## src/rtl/pad_pkg.sv

```systemverilog
// Shared types and constants for the DualShock pad poll sequencer.
package pad_pkg;

  typedef enum logic [2:0] {
    StIdle,
    StAttSetup,
    StShift,
    StAckWait,
    StGap,
    StFinish
  } pad_state_e;

  localparam logic [7:0] PAD_CMD_START  = 8'h01;
  localparam logic [7:0] PAD_CMD_POLL   = 8'h42;
  localparam logic [7:0] PAD_RESP_READY = 8'h5A;
  localparam int unsigned PAD_FRAME_BYTES = 5;

  // Command byte sent in frame slot idx; slots 2..4 are padding.
  function automatic logic [7:0] pad_cmd_byte(input logic [2:0] idx);
    case (idx)
      3'd0:    return PAD_CMD_START;
      3'd1:    return PAD_CMD_POLL;
      default: return 8'h00;
    endcase
  endfunction

  function automatic int unsigned pad_max3(input int unsigned a, input int unsigned b,
                                           input int unsigned c);
    int unsigned m;
    m = (a > b) ? a : b;
    return (m > c) ? m : c;
  endfunction

endpackage

```

## src/rtl/pad_poll_sequencer_if.sv

```systemverilog
// Request/status bundle between the system-side poller and pad_poll_sequencer.
interface pad_poll_sequencer_if;
  logic        start;
  logic        busy;
  logic        done;
  logic        error;
  logic [15:0] buttons;
  logic [7:0]  pad_id;

  modport master (output start, input busy, input done, input error, input buttons,
                  input pad_id);
  modport slave  (input start, output busy, output done, output error, output buttons,
                  output pad_id);
endinterface

```

## src/rtl/pad_bit_timer.sv

```systemverilog
// Pad-clock half-period timer: rise_tick ends the low half, fall_tick ends the high half.
module pad_bit_timer #(
  parameter int unsigned HALF_CYC = 50
) (
  input  logic clk_50mhz,
  input  logic rst_n,
  input  logic en,
  output logic fall_tick,
  output logic rise_tick
);

  localparam int unsigned CntW = $clog2(HALF_CYC + 1);

  logic [CntW-1:0] cnt_q;
  logic            high_q;
  logic            wrap;

  assign wrap      = en && (cnt_q == CntW'(HALF_CYC - 1));
  assign rise_tick = wrap && !high_q;
  assign fall_tick = wrap && high_q;

  always_ff @(posedge clk_50mhz) begin
    if (!rst_n || !en) begin
      cnt_q  <= '0;
      high_q <= 1'b0;
    end else if (wrap) begin
      cnt_q  <= '0;
      high_q <= ~high_q;
    end else begin
      cnt_q  <= cnt_q + CntW'(1);
    end
  end

endmodule

```

## src/rtl/pad_poll_sequencer.sv

```systemverilog
// DualShock poll-frame sequencer: five LSB-first full-duplex bytes, returns a button word.
// Define PAD_AUTO_POLL_EN to add an internal poll request every POLL_PERIOD_CYC cycles.
module pad_poll_sequencer
  import pad_pkg::*;
#(
  parameter int unsigned HALF_CYC        = 50,
  parameter int unsigned ATT_SETUP_CYC   = 800,
  parameter int unsigned ACK_TIMEOUT_CYC = 500,
  parameter int unsigned GAP_CYC         = 100,
  parameter int unsigned POLL_PERIOD_CYC = 833333
) (
  input  logic                  clk_50mhz,
  input  logic                  rst_n,
  pad_poll_sequencer_if.slave   req,
  output logic                  pad_att_n,
  output logic                  pad_clk,
  output logic                  pad_cmd,
  input  logic                  pad_dat,
  input  logic                  pad_ack_n
);

  localparam int unsigned CntMax = pad_max3(ATT_SETUP_CYC, ACK_TIMEOUT_CYC, GAP_CYC);
  localparam int unsigned CntW   = $clog2(CntMax + 1);

  pad_state_e      state_q, state_d;
  logic [CntW-1:0] cnt_q, cnt_d;
  logic [2:0]      bit_q, bit_d;
  logic [2:0]      byte_q, byte_d;
  logic [7:0]      rx_q, rx_d;
  logic [7:0]      id_q, id_d;
  logic [7:0]      b3_q, b3_d;
  logic [7:0]      b4_q, b4_d;
  logic            err_q, err_d;
  logic            att_q, att_d;
  logic            pclk_q, pclk_d;
  logic            cmd_q, cmd_d;
  logic            busy_q, busy_d;
  logic            done_q, done_d;
  logic            error_q, error_d;
  logic [15:0]     buttons_q, buttons_d;
  logic [7:0]      pad_id_q, pad_id_d;

  logic [1:0]      dat_sync_q;
  logic [1:0]      ack_sync_q;
  logic            dat_s;
  logic            ack_s;
  logic [7:0]      cur_cmd;
  logic            fall_tick;
  logic            rise_tick;
  logic            start_req;

  assign dat_s   = dat_sync_q[1];
  assign ack_s   = ack_sync_q[1];
  assign cur_cmd = pad_cmd_byte(byte_q);

  pad_bit_timer #(
    .HALF_CYC (HALF_CYC)
  ) u_bit_timer (
    .clk_50mhz (clk_50mhz),
    .rst_n     (rst_n),
    .en        (state_q == StShift),
    .fall_tick (fall_tick),
    .rise_tick (rise_tick)
  );

`ifdef PAD_AUTO_POLL_EN
  localparam int unsigned PollW = $clog2(POLL_PERIOD_CYC + 1);

  logic [PollW-1:0] poll_cnt_q;
  logic             poll_tick;

  assign poll_tick = (poll_cnt_q == PollW'(POLL_PERIOD_CYC - 1));
  assign start_req = req.start | poll_tick;

  // Period is measured from the last accepted start; a tick landing mid-frame is dropped.
  always_ff @(posedge clk_50mhz) begin
    if (!rst_n || poll_tick || (state_q == StIdle && start_req)) begin
      poll_cnt_q <= '0;
    end else begin
      poll_cnt_q <= poll_cnt_q + PollW'(1);
    end
  end
`else
  logic unused_poll_period;
  assign unused_poll_period = (POLL_PERIOD_CYC != 0);
  assign start_req          = req.start;
`endif

  always_comb begin
    state_d   = state_q;
    cnt_d     = cnt_q + CntW'(1);
    bit_d     = bit_q;
    byte_d    = byte_q;
    rx_d      = rx_q;
    id_d      = id_q;
    b3_d      = b3_q;
    b4_d      = b4_q;
    err_d     = err_q;
    att_d     = att_q;
    pclk_d    = pclk_q;
    cmd_d     = cmd_q;
    busy_d    = busy_q;
    done_d    = 1'b0;
    error_d   = error_q;
    buttons_d = buttons_q;
    pad_id_d  = pad_id_q;

    case (state_q)
      StIdle: begin
        cnt_d = '0;
        if (start_req) begin
          state_d = StAttSetup;
          att_d   = 1'b0;
          busy_d  = 1'b1;
          error_d = 1'b0;
          err_d   = 1'b0;
          byte_d  = '0;
          bit_d   = '0;
        end
      end

      StAttSetup: begin
        if (cnt_q == CntW'(ATT_SETUP_CYC - 1)) begin
          state_d = StShift;
          cnt_d   = '0;
          bit_d   = '0;
          byte_d  = '0;
          pclk_d  = 1'b0;
          cmd_d   = PAD_CMD_START[0];
        end
      end

      StShift: begin
        cnt_d = '0;
        if (rise_tick) begin
          pclk_d = 1'b1;
          rx_d   = {dat_s, rx_q[7:1]};
        end else if (fall_tick) begin
          if (bit_q != 3'd7) begin
            bit_d  = bit_q + 3'd1;
            pclk_d = 1'b0;
            cmd_d  = cur_cmd[bit_q + 3'd1];
          end else begin
            bit_d = '0;
            cmd_d = 1'b1;
            case (byte_q)
              3'd1:    id_d = rx_q;
              3'd2:    if (rx_q != PAD_RESP_READY) err_d = 1'b1;
              3'd3:    b3_d = rx_q;
              3'd4:    b4_d = rx_q;
              default: ;
            endcase
            if (byte_q == 3'(PAD_FRAME_BYTES - 1)) begin
              state_d = StFinish;
            end else begin
              state_d = StAckWait;
              byte_d  = byte_q + 3'd1;
            end
          end
        end
      end

      StAckWait: begin
        if (!ack_s) begin
          state_d = StGap;
          cnt_d   = '0;
        end else if (cnt_q == CntW'(ACK_TIMEOUT_CYC - 1)) begin
          state_d = StFinish;
          err_d   = 1'b1;
        end
      end

      StGap: begin
        if (cnt_q == CntW'(GAP_CYC - 1)) begin
          state_d = StShift;
          cnt_d   = '0;
          bit_d   = '0;
          pclk_d  = 1'b0;
          cmd_d   = cur_cmd[0];
        end
      end

      StFinish: begin
        state_d = StIdle;
        cnt_d   = '0;
        att_d   = 1'b1;
        pclk_d  = 1'b1;
        cmd_d   = 1'b1;
        done_d  = 1'b1;
        busy_d  = 1'b0;
        if (err_q) begin
          error_d = 1'b1;
        end else begin
          buttons_d = ~{b4_q, b3_q};
          pad_id_d  = id_q;
        end
      end

      default: state_d = StIdle;
    endcase
  end

  always_ff @(posedge clk_50mhz) begin
    if (!rst_n) begin
      state_q    <= StIdle;
      cnt_q      <= '0;
      bit_q      <= '0;
      byte_q     <= '0;
      rx_q       <= '0;
      id_q       <= '0;
      b3_q       <= '0;
      b4_q       <= '0;
      err_q      <= 1'b0;
      att_q      <= 1'b1;
      pclk_q     <= 1'b1;
      cmd_q      <= 1'b1;
      busy_q     <= 1'b0;
      done_q     <= 1'b0;
      error_q    <= 1'b0;
      buttons_q  <= '0;
      pad_id_q   <= '0;
      dat_sync_q <= 2'b11;
      ack_sync_q <= 2'b11;
    end else begin
      state_q    <= state_d;
      cnt_q      <= cnt_d;
      bit_q      <= bit_d;
      byte_q     <= byte_d;
      rx_q       <= rx_d;
      id_q       <= id_d;
      b3_q       <= b3_d;
      b4_q       <= b4_d;
      err_q      <= err_d;
      att_q      <= att_d;
      pclk_q     <= pclk_d;
      cmd_q      <= cmd_d;
      busy_q     <= busy_d;
      done_q     <= done_d;
      error_q    <= error_d;
      buttons_q  <= buttons_d;
      pad_id_q   <= pad_id_d;
      dat_sync_q <= {dat_sync_q[0], pad_dat};
      ack_sync_q <= {ack_sync_q[0], pad_ack_n};
    end
  end

  assign pad_att_n   = att_q;
  assign pad_clk     = pclk_q;
  assign pad_cmd     = cmd_q;
  assign req.busy    = busy_q;
  assign req.done    = done_q;
  assign req.error   = error_q;
  assign req.buttons = buttons_q;
  assign req.pad_id  = pad_id_q;

endmodule

```

## src/flat_wrapper.sv

```systemverilog
// flat-port wrapper written by rule: the top's interface ports become plain ports
module pad_poll_sequencer_flat import pad_pkg::*;
#(
  parameter int unsigned HALF_CYC        = 50,
  parameter int unsigned ATT_SETUP_CYC   = 800,
  parameter int unsigned ACK_TIMEOUT_CYC = 500,
  parameter int unsigned GAP_CYC         = 100,
  parameter int unsigned POLL_PERIOD_CYC = 833333
)
  (clk_50mhz, rst_n, pad_att_n, pad_clk, pad_cmd, pad_dat, pad_ack_n, req_start, req_busy, req_done, req_error, req_buttons, req_pad_id);
  pad_poll_sequencer_if req_i ();
  input  logic clk_50mhz;
  input  logic rst_n;
  output logic pad_att_n;
  output logic pad_clk;
  output logic pad_cmd;
  input  logic pad_dat;
  input  logic pad_ack_n;
  input wire logic [$bits(req_i.start)-1:0] req_start;
  output wire logic [$bits(req_i.busy)-1:0] req_busy;
  output wire logic [$bits(req_i.done)-1:0] req_done;
  output wire logic [$bits(req_i.error)-1:0] req_error;
  output wire logic [$bits(req_i.buttons)-1:0] req_buttons;
  output wire logic [$bits(req_i.pad_id)-1:0] req_pad_id;
  assign req_i.start = req_start;
  assign req_busy = req_i.busy;
  assign req_done = req_i.done;
  assign req_error = req_i.error;
  assign req_buttons = req_i.buttons;
  assign req_pad_id = req_i.pad_id;
  pad_poll_sequencer #(.HALF_CYC(HALF_CYC), .ATT_SETUP_CYC(ATT_SETUP_CYC), .ACK_TIMEOUT_CYC(ACK_TIMEOUT_CYC), .GAP_CYC(GAP_CYC), .POLL_PERIOD_CYC(POLL_PERIOD_CYC)) u_core (.clk_50mhz(clk_50mhz), .rst_n(rst_n), .req(req_i), .pad_att_n(pad_att_n), .pad_clk(pad_clk), .pad_cmd(pad_cmd), .pad_dat(pad_dat), .pad_ack_n(pad_ack_n));
endmodule
```

## config.mk

```make
export PLATFORM = sky130hd
export DESIGN_NAME = pad_poll_sequencer_flat
export DESIGN_NICKNAME = d
export VERILOG_FILES = /design/src/rtl/pad_pkg.sv /design/src/rtl/pad_poll_sequencer_if.sv /design/src/rtl/pad_bit_timer.sv /design/src/rtl/pad_poll_sequencer.sv /design/src/flat_wrapper.sv
export SDC_FILE = /design/constraint.sdc
export NUM_CORES = 1
export LEC_CHECK = 0
export BUFFER_PORTS_ARGS = -buffer_cell sky130_fd_sc_hd__buf_2
export CAP_MARGIN = 20
export CORE_MARGIN = 2
export CORE_UTILIZATION = 40
export DETAILED_ROUTE_END_ITERATION = 10
export GPL_ROUTABILITY_DRIVEN = 0
export MAX_ROUTING_LAYER = met4
export PLACE_DENSITY = 0.6
export SLEW_MARGIN = 15
export SYNTH_ARGS = -nofsm -noshare
export SYNTH_HDL_FRONTEND = slang
export SYNTH_SLANG_ARGS = --single-unit
```

## constraint.sdc

```tcl
create_clock -name clk_50mhz -period 2.6 [get_ports clk_50mhz]
set_input_delay 0.39 -clock clk_50mhz [delete_from_list [all_inputs] [get_ports clk_50mhz]]
set_output_delay 0.39 -clock clk_50mhz [all_outputs]
set_load 0.01 [all_outputs]
```

; Word-level counts from Yosys, hierarchy flattened
; Cells that the tools add are included.
[word_totals]
latch_bits = 0
inputBits = 5
mem_count = 0
mem_bits_ro = 0
mem_bits_rw = 0
output_inout_bits = 30
wordCells = 146
reg_bits = 93
[classes]
n_mux = 56
div = 0
n_addsub = 4
bitwise = 5
n_shift = 0
mul = 0
order_cmp = 1
eq_ne = 30
reduce_logical = 29
[ops]
columns = operator, count
row1 = 3-bit two-way mux, 19
row2 = 10-bit case mux with 4 select lines, 1
row3 = 10-bit two-way mux, 3
row4 = 5-bit AND reduction, 5
row5 = 1-bit two-way mux, 22
row6 = 2-bit by 1-bit inequality test with 1-bit output (second input constant), 8
row7 = 16-bit inverter, 1
row8 = 3-bit case mux with 5 select lines, 1
row9 = 7-bit case mux with 2 select lines, 1
row10 = 7-bit AND reduction, 2
row11 = 3-bit by 2-bit == test with 1-bit output (second input constant), 4
row12 = 3-bit case mux with 4 select lines, 1
row13 = 10-bit by 1-bit adder with 10-bit output (second input constant), 1
row14 = 10-bit == test (second input constant), 1
row15 = 10-bit by 7-bit == test with 1-bit output (second input constant), 1
row16 = 10-bit by 9-bit == test with 1-bit output (second input constant), 1
row17 = 3-bit == test (second input constant), 3
row18 = 3-bit case mux with 3 select lines, 1
row19 = 9-bit AND reduction, 1
row20 = 2-bit inequality test (second input constant), 4
row21 = 8-bit by 7-bit inequality test with 1-bit output (second input constant), 1
row22 = 1-bit case mux with 4 select lines, 2
row23 = 4-bit nonzero test, 2
row24 = 3-bit by 1-bit adder with 3-bit output (second input constant), 2
row25 = other kinds (21), 37

; Longest topological paths before layout
[depth]
depth_word = 8
ltp_mapped = 8
depth_no_buf = 7

; Cells and area by module
; A second synthesis with hierarchy kept.
[unflattened]
cells_unflattened = 435
area_unflattened_um2 = 3926.3
[modules_own_cells]
columns = mod, cells_each, area_each_um2, n_inst, seq_area_each_um2
row1 = pad_poll_sequencer, 399, 3607.2, 1, 1721.7
row2 = pad_bit_timer, 36, 319.1, 1, 140.1

; Worst setup path before layout
; OpenSTA, ideal clock, no wires.
[synth_timing]
path_kind = register -> register
startpoint = register u_core.cnt_q[0]
endpoint = register u_core.bit_q[0]
setup_time_ns = 0.070
stages_incl_launch_ff = 7
n_path_buf = 0
path_slack_ns = 0.745
arrival_time_ns = 1.785
required_ns = 2.530
period_less_slack_ns = 1.855
path_cell_list = dfxtp_1 -> ha_1 -> and4_4 -> a31oi_4 -> a211o_4 -> or4_1 -> a21oi_1
[synth_via]
elab_chain_cells = 3
word_cells_on_any_way = 5
classes_between = eq/ne (4) / reduce/logical (1)
[synth_lines]
columns = item, line_no
row1 = start: declaration, pad_poll_sequencer.sv:26  ; logic [CntW-1:0] cnt_q, cnt_d;
row2 = start signal: assignment, pad_poll_sequencer.sv:226  ; cnt_q <= cnt_d;
row3 = 10-bit by 7-bit == test with 1-bit output or 10-bit == test (tied branches), "pad_poll_sequencer.sv:174, pad_poll_sequencer.sv:123"
row4 = 2-bit by 1-bit inequality test with 1-bit output (no source line), --
row5 = 6-bit AND reduction (no source line) (*), --
row6 = end signal: assignment, pad_poll_sequencer.sv:227  ; bit_q <= bit_d;
row7 = end: declaration, pad_poll_sequencer.sv:27  ; logic [2:0] bit_q, bit_d;
; Mark *: on every way between the ends. The rest lies on a longest branch, timed or not.
; A chain may end at the register's enable or synchronous reset.

; Worst setup path after layout
[layout_timing]
startpoint = register u_core.state_q[2]
endpoint = register u_core.b4_q[7]
[layout_via]
elab_chain_cells = 5
word_cells_on_any_way = 6
classes_between = eq/ne (1) / bitwise (1) / reduce/logical (4)
[layout_lines]
columns = item, line_no
row1 = start: declaration, pad_poll_sequencer.sv:25  ; pad_state_e state_q, state_d;
row2 = start signal: assignment, pad_poll_sequencer.sv:205  ; state_q <= StIdle;
row3 = start signal: assignment, pad_poll_sequencer.sv:225  ; state_q <= state_d;
row4 = 3-bit by 2-bit == test with 1-bit output (*), "pad_poll_sequencer.sv:61, pad_poll_sequencer.sv:108"
row5 = 1-bit logical AND, pad_bit_timer.sv:18  ; assign wrap = en && (cnt_q == CntW'(HALF_CYC - 1));
row6 = 1-bit logical AND, pad_bit_timer.sv:19  ; assign rise_tick = wrap && !high_q;
row7 = 1-bit inverter (no source line), --
row8 = 5-bit AND reduction (no source line) (*), --
row9 = end signal: assignment, pad_poll_sequencer.sv:212  ; b4_q <= '0;
row10 = end signal: assignment, pad_poll_sequencer.sv:232  ; b4_q <= b4_d;
row11 = end: declaration, pad_poll_sequencer.sv:32  ; logic [7:0] b4_q, b4_d;
; Marked as above.

==> flow_summary_export.csv <==
group,metric,value,unit
clocking,clockBufferDepth,2,
placed_design,io_buffers,34,
timing,hold_ws,0.2034,ns
layout,syn_to_final_growth,11.86,%
grt,overflow,0,
timing,fmax,454.0,MHz
floorplanning,pin_count,35,
floorplanning,die_w,103.7,um
placed_design,place_hpwl,5687,um
critical_path,required,2.83,ns
route,wl,8029,um
pwr,p_per_area,705.1,nW/um^2
timing,period_share,0.8472,
floorplanning,die_h,103.7,um
logic_synthesis,synth_edf_count,0,
route,drtIter0Drc,126,
route,ant_nets,0,
floorplanning,initial_core_util,0.4087,
clocking,post_cts_resized,0,
worst_hold_path,min-delay-path-class,"in2reg",
clocking,clock-root-buffer,"clkbuf_8",
timing,setup_viol,0,
layout,nets,477,
clocking,cts_buffers,9,
timing,drv_slew,0,
clocking,cts_sinks,93,
logic_synthesis,avgSynthCellArea,9.226,sq um
critical_path,crit_type,"reg2reg",
clocking,postCtsSetupRepairBufs,0,
logic_synthesis,synth_nets,446,
route,firstDrtPassIters,4,
logic_synthesis,ys.flop_type,"dfxtp_1",
clocking,clock_latency,0.36,ns
route,viasPerCell,5.133,
critical_path,crit_fanout,12,
logic_synthesis,yosysSeqAreaShare,0.4682,
outcome,status,"complete, no violations",
grt,antenna_found_initial,0,
logic_synthesis,synth-async-reset-ratio,0,
layout,antennaDiodeCount,0,
grt,grt_pass1_vias,2854,
pwr,vdd_drop_max,0.4165,mV
timing,finalClockSkew,0.008349,ns
logic_synthesis,synth.distinct_cells,59,
grt,track_usage,0.1580,
timing,hold_viol,0,
route,wire_per_inst,13.38,um
timing,fin_crit,2.203,ns
route,via_count,3080,
logic_synthesis,yosys_warnings,0,
critical_path,crit_path_start_kind,"flip-flop",
grt,grt_max_degree,44,
clocking,htree_levels,3,
critical_path,end_kind,"flip-flop",
timing,worstMarginPinSlew,0.7329,ns
clocking,cts_hold_buf,0,
logic_synthesis,ys_ff_latch,93,
timing,rsz0062_at_grt,"false",
logic_synthesis,netlist_area,3976,sq um
logic_synthesis,syn_inst,431,
critical_path,cp.arrival,2.43,ns
route,route.detailed.drc,0,
flow_run,max_cap_violations,0,
grt,grt_pass1_wl,13520,um
floorplanning,die_area,10750,sq um
timing,setup_tns,0,ns
floorplanning,rows,36,
floorplanning,coreArea,9729,sq um
clocking,cts.clk_slew.worst_paths,0.10,ns
timing,max_slew_margin,0.5107,
clocking,cts_tree,"built",
layout,drive_gt1_frac,0.1777,
pwr,p_leak,1.673,nW
-- power by group --
| part | internal [W] | switching (W) |
|---|---|---|
| Sequential | 0.00148 | 0.0000391 |
| Clock | 0.000390 | 0.000529 |
| Combinational | 0.000268 | 0.000430 |
-- cell families after synthesis --
kind of cell,synth area share
mux,0.06797
compound gates,0.1227
buf+inv,0.03965
simple gates,0.2413
flops,0.4682
fa+ha+maj,0.03147
xor+xnor,0.02863
-- final timing paths --
kind	cells past startpoint	startpoint	to	slack (ns)
worst max-delay path	5	u_core.state_q[2]	u_core.b4_q[7]	0.40
worst min-delay path	2	pad_dat	u_core.dat_sync_q[0]	0.20
worst max register to register	5	u_core.state_q[2]	u_core.b4_q[7]	0.40
worst min register to register	1	u_core.ack_sync_q[0]	u_core.ack_sync_q[1]	0.41
-- routing by layer --
layer  up-vias  routed length (um)  GRT usage
li1       1575                   -          -
met1      1440                3802     0.1947
met2        56                3830     0.2526
met3         9                 319    0.04594
met4         0                  76    0.04633
met5         -                   0          -
-- cell usage in the layout, fill, tap and decap left out, types with 6 or more instances in the layout --
master,synthesis,final
dfxtp_1,93,93
inv_1,7,6
clkbuf_8,0,10
mux2i_1,27,27
a211oi_1,15,15
a21oi_1,31,31
nand3_1,20,20
nor2_1,67,67
xor2_1,8,8
buf_4,1,10
nand2_1,42,42
nor3_1,6,6
o21ai_0,9,9
buf_2,2,34
ha_1,10,10
-- flip-flops by register name (all words and copies together), names as in the netlist, 2 cells and up --
signal / cells
u_core.b3_q: 8
u_core.id_q: 8
u_core.req.buttons: 16
u_core.bit_q: 3
u_core.req.pad_id: 8
u_core.ack_sync_q: 2
u_core.rx_q: 8
u_core.byte_q: 3
u_core.state_q: 3
u_core.u_bit_timer.cnt_q: 6
u_core.cnt_q: 10
u_core.dat_sync_q: 2
u_core.b4_q: 8
-- per-stage QoR --
step	instances	total power (W)	setup WS, ns	instance area (sq um)	util
after CTS	600	0.003171	0.4230	4448	0.4572
after detailed placement	584	0.002241	0.4473	4257	0.4375
final	600	0.003136	0.3973	4448	0.4572
after floorplan	431	0.002080	0.7448	3976	-
after global routing	600	0.003323	0.2700	4448	0.4572
after global placement	584	0.002235	0.4884	4257	0.4375
-- cell usage after synthesis, drive strengths merged (2+ instances only) --
master / number / area (sq um)
and3: 3 / 18.77
or2: 3 / 18.77
o21ai: 10 / 53.80
buf: 8 / 66.31
nor4b: 2 / 38.78
nand2: 42 / 157.7
nor4: 5 / 46.29
and4: 3 / 28.78
nand2b: 4 / 25.02
nor3: 6 / 30.03
xor2: 8 / 70.07
inv: 7 / 26.28
mux2i: 27 / 270.3
xnor2: 5 / 43.79
or3b: 4 / 37.54
dfxtp: 93 / 1862
nand4b: 4 / 35.03
nand3: 21 / 117.6
nor2: 68 / 257.8
or3: 3 / 18.77
ha: 10 / 125.1
nor2b: 2 / 12.51
a21oi: 31 / 155.2
a31oi: 6 / 52.55
nor4bb: 2 / 20.02
nand4: 4 / 25.02
clkbuf: 15 / 56.30
a211oi: 16 / 125.1
nor3b: 3 / 32.53
-- final cells by class --
type                            instances  area [sq um]
Tap cell                              133         166.4
Sequential cell                        93          1862
Fill cell                             983          5281
Inverter                                7         26.28
Timing Repair Buffer                   44         245.2
Clock inverter                          6         53.80
Multi-Input combinational cell        307          1957
Clock buffer                           10         137.6
-- worst max-delay path, stage by stage, from the launching register on --
cell	delay (ns)
dfxtp_1	0.43
or3b_1	0.53
nor4_4	0.33
and3_1	0.49
mux2i_1	0.24
nor2_1	0.05
Power figures use the tool's default switching activity.
